[src/rtl/dct_butterfly_stage.sv]
// -----------------------------------------------------------------------------
// dct_butterfly_stage
//
// Row-parallel butterfly stage of the JPEG DCT pipeline. It takes one row of N
// signed W-bit samples and works on groups of G samples. Within each group it
// does a mirror add/subtract: the low half gets a+c and the high half gets a-c,
// where c is the mirrored partner of a. In pass-through mode it sign-extends
// each sample instead. Results are W+1 bits wide, so the arithmetic never
// overflows.
//
// Ports
//   clk        rising-edge clock
//   reset      asynchronous, active-low reset
//   en         global enable; 0 freezes every register and masks out_valid
//   mode       0 = butterfly, 1 = pass-through (captured with the row)
//   in_valid   / in_ready  / in_last / din   : input row handshake
//   out_valid  / out_ready / out_last / dout : output row handshake
//   blk_cnt    number of output transfers that carried out_last = 1
//
// PIPE = 1 : the arithmetic result goes straight into the output register.
// PIPE = 2 : the result is registered in stage 1, then moves to the output
//            register (stage 2). Each stage has its own valid flag.
// -----------------------------------------------------------------------------
module dct_butterfly_stage #(
   parameter int N     = 8,
   parameter int W     = 16,
   parameter int G     = 8,
   parameter int PIPE  = 1,
   parameter int CNT_W = 16
) (
   input  logic                 clk,
   input  logic                 reset,
   input  logic                 en,
   input  logic                 mode,
   input  logic                 in_valid,
   output logic                 in_ready,
   input  logic                 in_last,
   input  logic [N*W-1:0]       din,
   output logic                 out_valid,
   input  logic                 out_ready,
   output logic                 out_last,
   output logic [N*(W+1)-1:0]   dout,
   output logic [CNT_W-1:0]     blk_cnt
);

   localparam int OW = N * (W + 1);

   // Mirror butterfly across every group of G samples, or sign-extending
   // pass-through. Operands are widened first so a+c and a-c are exact.
   function automatic logic [OW-1:0] butterfly(input logic [N*W-1:0] x,
                                               input logic           m);
      logic signed [W:0] a;
      logic signed [W:0] c;
      logic [OW-1:0]     r;
      r = '0;
      for (int b = 0; b < N; b += G) begin
         for (int j = 0; j < G / 2; j++) begin
            a = {x[(b + j) * W + W - 1], x[(b + j) * W +: W]};
            c = {x[(b + G - 1 - j) * W + W - 1], x[(b + G - 1 - j) * W +: W]};
            if (m) begin
               r[(b + j) * (W + 1) +: W + 1]         = a;
               r[(b + G - 1 - j) * (W + 1) +: W + 1] = c;
            end else begin
               r[(b + j) * (W + 1) +: W + 1]         = a + c;
               r[(b + G - 1 - j) * (W + 1) +: W + 1] = a - c;
            end
         end
      end
      return r;
   endfunction

   logic [OW-1:0]    res;
   logic             in_xfer;
   logic             out_xfer;

   // Source feeding the output register (the input row, or stage 1).
   logic             s2_src_v;
   logic             s2_src_l;
   logic [OW-1:0]    s2_src_d;
   logic             s2_load;

   logic             v2_q, v2_d;
   logic             l2_q, l2_d;
   logic [OW-1:0]    d2_q, d2_d;
   logic [CNT_W-1:0] cnt_q, cnt_d;

   assign res      = butterfly(din, mode);
   assign out_xfer = en & v2_q & out_ready;
   // The output register loads whenever it is empty or being drained.
   assign s2_load  = en & s2_src_v & (~v2_q | out_ready);

   generate
      if (PIPE == 2) begin : g_pipe2
         logic          v1_q, v1_d;
         logic          l1_q, l1_d;
         logic [OW-1:0] d1_q, d1_d;

         // Stage 1 can take a row if it is empty or is handing its row on.
         assign in_ready = reset & en & (~v1_q | ~v2_q | out_ready);
         assign in_xfer  = in_valid & in_ready;

         always_comb begin
            v1_d = v1_q;
            l1_d = l1_q;
            d1_d = d1_q;
            if (in_xfer) begin
               v1_d = 1'b1;
               l1_d = in_last;
               d1_d = res;
            end else if (s2_load) begin
               v1_d = 1'b0;
            end
         end

         always_ff @(posedge clk or negedge reset) begin
            if (!reset) begin
               v1_q <= 1'b0;
               l1_q <= 1'b0;
               d1_q <= '0;
            end else if (en) begin
               v1_q <= v1_d;
               l1_q <= l1_d;
               d1_q <= d1_d;
            end
         end

         assign s2_src_v = v1_q;
         assign s2_src_l = l1_q;
         assign s2_src_d = d1_q;
      end else begin : g_pipe1
         assign in_ready = reset & en & (~v2_q | out_ready);
         assign in_xfer  = in_valid & in_ready;
         assign s2_src_v = in_xfer;
         assign s2_src_l = in_last;
         assign s2_src_d = res;
      end
   endgenerate

   // ---- output register and block counter ----
   always_comb begin
      v2_d  = v2_q;
      l2_d  = l2_q;
      d2_d  = d2_q;
      cnt_d = cnt_q;
      if (s2_load) begin
         v2_d = 1'b1;
         l2_d = s2_src_l;
         d2_d = s2_src_d;
      end else if (out_xfer) begin
         v2_d = 1'b0;
      end
      if (out_xfer && l2_q) begin
         cnt_d = cnt_q + CNT_W'(1);
      end
   end

   always_ff @(posedge clk or negedge reset) begin
      if (!reset) begin
         v2_q  <= 1'b0;
         l2_q  <= 1'b0;
         d2_q  <= '0;
         cnt_q <= '0;
      end else if (en) begin
         v2_q  <= v2_d;
         l2_q  <= l2_d;
         d2_q  <= d2_d;
         cnt_q <= cnt_d;
      end
   end

   // The valid flag is kept internally while frozen; only the port is masked.
   assign out_valid = en & v2_q;
   assign out_last  = l2_q;
   assign dout      = d2_q;
   assign blk_cnt   = cnt_q;

endmodule

[config.mk]
export PLATFORM = sky130hd
export DESIGN_NAME = dct_butterfly_stage
export DESIGN_NICKNAME = d
export VERILOG_FILES = /design/src/rtl/dct_butterfly_stage.sv
export SDC_FILE = /design/constraint.sdc
export NUM_CORES = 1
export LEC_CHECK = 0
export CAP_MARGIN = 5
export CELL_PAD_IN_SITES_DETAIL_PLACEMENT = 0
export CELL_PAD_IN_SITES_GLOBAL_PLACEMENT = 1
export CORE_ASPECT_RATIO = 1.1
export CORE_UTILIZATION = 38
export CTS_CLUSTER_SIZE = 40
export DETAILED_ROUTE_END_ITERATION = 8
export PLACE_DENSITY_LB_ADDON = 0.1
export SLEW_MARGIN = 20
export SYNTH_ARGS = -nofsm -noshare
export SYNTH_HDL_FRONTEND = slang
export SYNTH_SLANG_ARGS = --single-unit
[constraint.sdc]
create_clock -name clk -period 4.1 [get_ports clk]
set_input_delay 0.615 -clock clk [delete_from_list [all_inputs] [get_ports clk]]
set_output_delay 0.615 -clock clk [all_outputs]
set_load 0.01 [all_outputs]
==> results.ini <==
[drt]
wirelength_mm=38.70
drt-vias-per-instance=5.268
avgRoutedWirePerCell_um=17.22
drt_iter0_markers=562
vias=11840
drc=0
final_antenna_net_count=0
dr.pass1.iters=5

[worst_setup_path]
cp-end-kind=register
worstPathCellList=clkdlybuf4s50_1 > inv_1 > ha_1 > fa_1 > and2b_1 > o31ai_2 > a21boi_2 > a221oi_2 > o31ai_1 > a31oi_1 > mux2i_1 > o311ai_0
cpLargestDelayFamily=compound AO/OA/AOI/OAI gates
arrival_ns=3.44
crit_buf_inv=2
path_class=in2reg
start_kind=input port
crit_required_ns=4.36
slowest_delay_ns=0.51
cpMaxStageDelayCell=clkdlybuf4s50_1
path_max_fanout=3

[timing]
fin_setup_tns_ns=0
slew_violations=0
period_minus_slack_ns=3.185
max-slew-margin-rel_pct=44.00
rsz0062_at_grt=false
finClkSkew_ns=0.01344
fmax_mhz=314.0
finalCritPeriodShare_pct=77.68
setup_viol=0
hold-worst-slack_ns=0.2808
hold_violations=0
worst_pin_slew_ns=0.8399

[synth]
synth_nets=1855
synthArstFlopShare_pct=100.0
syn-instance-count=1583
ys_types=72
synth_seq_cells=154
ys.flop_type=dfrtp_1
synth_edf_count=0
syn_area_per_cell_sq_um=8.018
synth.yosys.seq_area_share_pct=30.36
syn_area_sq_um=12690
synth_warnings=0

[final_layout]
final_common_cell=clkdlybuf4s50_1
fillers=3131
layout_common_cells=287 x clkdlybuf4s50_1, 170 x a21oi_1, 154 x dfrtp_1
nNetsFinal=2079
area_growth_pct=29.61
drive_above_1_share_pct=3.905
final_cell_count_no_fill=2247

[grt]
grt_usage_pct=22.66
antenna_found_initial=4
grt_max_degree=202
grt_pass1_wl_mm=61.86
grt_util_met1_pct=29.30
first_global_vias=11730
grt.met2_usage_pct=38.64
use_met3_pct=4.353
busiest_layer=met2
grt_overflow=0

[place]
hpwlAfterDp_mm=29.06
io_buffers=289
place.gp.congestion=0.8939
placed_cells=2214

[die]
die-area_sq_um=34140
row_count=69
coreArea_sq_um=32550
initial_utilization_pct=39.00
pin_count=290
die_w_um=176.3
die_y_um=193.7

[cts]
worstSkewPairLatency_ns=0.43
cts_buffer_depth=2
cts_resized=0
cts_tree=built
post_cts_buffers=0
cts-buffers-inserted=17
h-tree-depth=4
cts_root_buf=clkbuf_16
clkTransAtPathRegs_ns=0.06
cts_sinks=154
hold_buffers=0

[power_and_ir_drop]
p_int_mw=4.385
netSwitchingFraction_pct=34.60
p_clk_share_pct=24.5
power_frac_comb_pct=42.4
p_leak_nw=7.364
peakVddDrop_uv=253.9
power_switching_mw=2.320
seq_power_share_pct=33.1
p_per_area_nw_per_um2=407.6

[run_status]
run_status=finished clean

[worst_hold_path]
hold_class=in2async

[flow_run]
cap_violations=0

-- worst register-to-register path, cell delays in order, from the launching register on --
cell and delay [ns]:
dfrtp_1 0.39, a21oi_1 0.51, and2_4 0.27, nand2_1 0.35, buf_4 0.35, o41ai_1 0.32, a31o_2 0.15
-- synthesized netlist by cell type, types with 6 or more instances --
master    instances  area, sq um
fa_1              8        160.2
o21a_1           20        150.1
a21oi_1         170        850.8
dfrtp_1         154         3854
nor4_1            9        56.30
buf_1             9        33.78
nand4_1           7        43.79
inv_1           119        446.7
clkbuf_1         72        270.3
o22ai_1           9        56.30
buf_2            13        65.06
nand3_1          22        110.1
nand2_1         143        536.8
a31oi_1          19        118.9
o31ai_1          13        97.59
o21ai_0         142        710.7
or3_1             8        50.05
xor2_1           20        175.2
o211ai_1          9        67.56
and2_1            6        37.54
mux2_2            6        67.56
a211oi_1         11        82.58
xnor2_1          83        727.0
a21o_1           21        157.7
o31a_1            6        52.55
nor2_1          152        570.6
o21bai_1          7        52.55
ha_1            129         1614
a221oi_1          8        70.07
nor2b_1          17        106.4
nand2b_1         18        112.6
nor3_1           39        195.2
mux2i_1          20        200.2
and3_1           21        131.4
-- cells by family (layout without fill, tap and decap cells) --
kind of cell	after synthesis	in the layout	share of synthesized area (%)
AOI/OAI and AO/OA	492	492	23.80
xor gates and xnor gates	103	103	7.108
adders and majority gates	137	137	13.98
buffers and inverters	218	453	6.625
DFF	154	154	30.36
muxes	26	26	2.110
other	0	3	0
and+or+nand+nor	453	453	16.02
-- area by class of cell --
class | count | area [sq um] | area share [%]
antenna | 3 | 7.507 | 0.04563
clock buffer | 18 | 439.2 | 2.670
clock inverter | 12 | 150.1 | 0.9127
inverter | 121 | 454.2 | 2.761
multi-input combinational | 1211 | 8008 | 48.68
sequential | 154 | 3854 | 23.43
tap | 426 | 533.0 | 3.240
timing repair buffer | 302 | 3005 | 18.27
-- final timing paths --
kind	startpoint	end	slack (ns)	cells after the start
setup / recovery	din[0]	dout[133]	0.92	12
hold / removal	reset	dout[85]	0.28	2
setup reg to reg	v2_q	dout[66]	1.71	6
hold reg to reg	blk_cnt[15]	blk_cnt[15]	0.47	1
max in group asynchronous	reset	dout[77]	2.57	3
min in group clk	blk_cnt[15]	blk_cnt[15]	0.47	1
-- metrics by stage --
stage,instance area [sq um],total power [mW],worst slack (ns),util (%)
after CTS,16440,6.791,0.9104,50.52
after global placement,15850,5.091,0.5911,48.71
after detailed placement,15850,5.110,0.4504,48.71
final,16450,6.705,0.9152,50.54
after global routing,16450,7.148,0.7252,50.54
after floorplan,12690,3.622,1.283,-
-- state kept, by name, summed over array words and instances (netlist names) --
name and flops:
v2_q 1, out_last 1, dout 136, blk_cnt 16
-- power groups by stage --
stage / Sequential, mW / Combinational [mW] / Clock [mW]
floorplan: 2.41 / 1.21 / 0
global placement: 2.24 / 2.85 / 0
detailed placement: 2.25 / 2.86 / 0
CTS: 2.23 / 2.88 / 1.69
global route: 2.28 / 3.12 / 1.75
finish: 2.22 / 2.85 / 1.64
-- routing by layer --
layer,part of all wire (%),wire [um]
met2,48,18620
met3,5.4,2073
met1,45,17540
met4,1.2,455
met5,0.031,12
No activity file was read; power rests on OpenSTA's default activity.
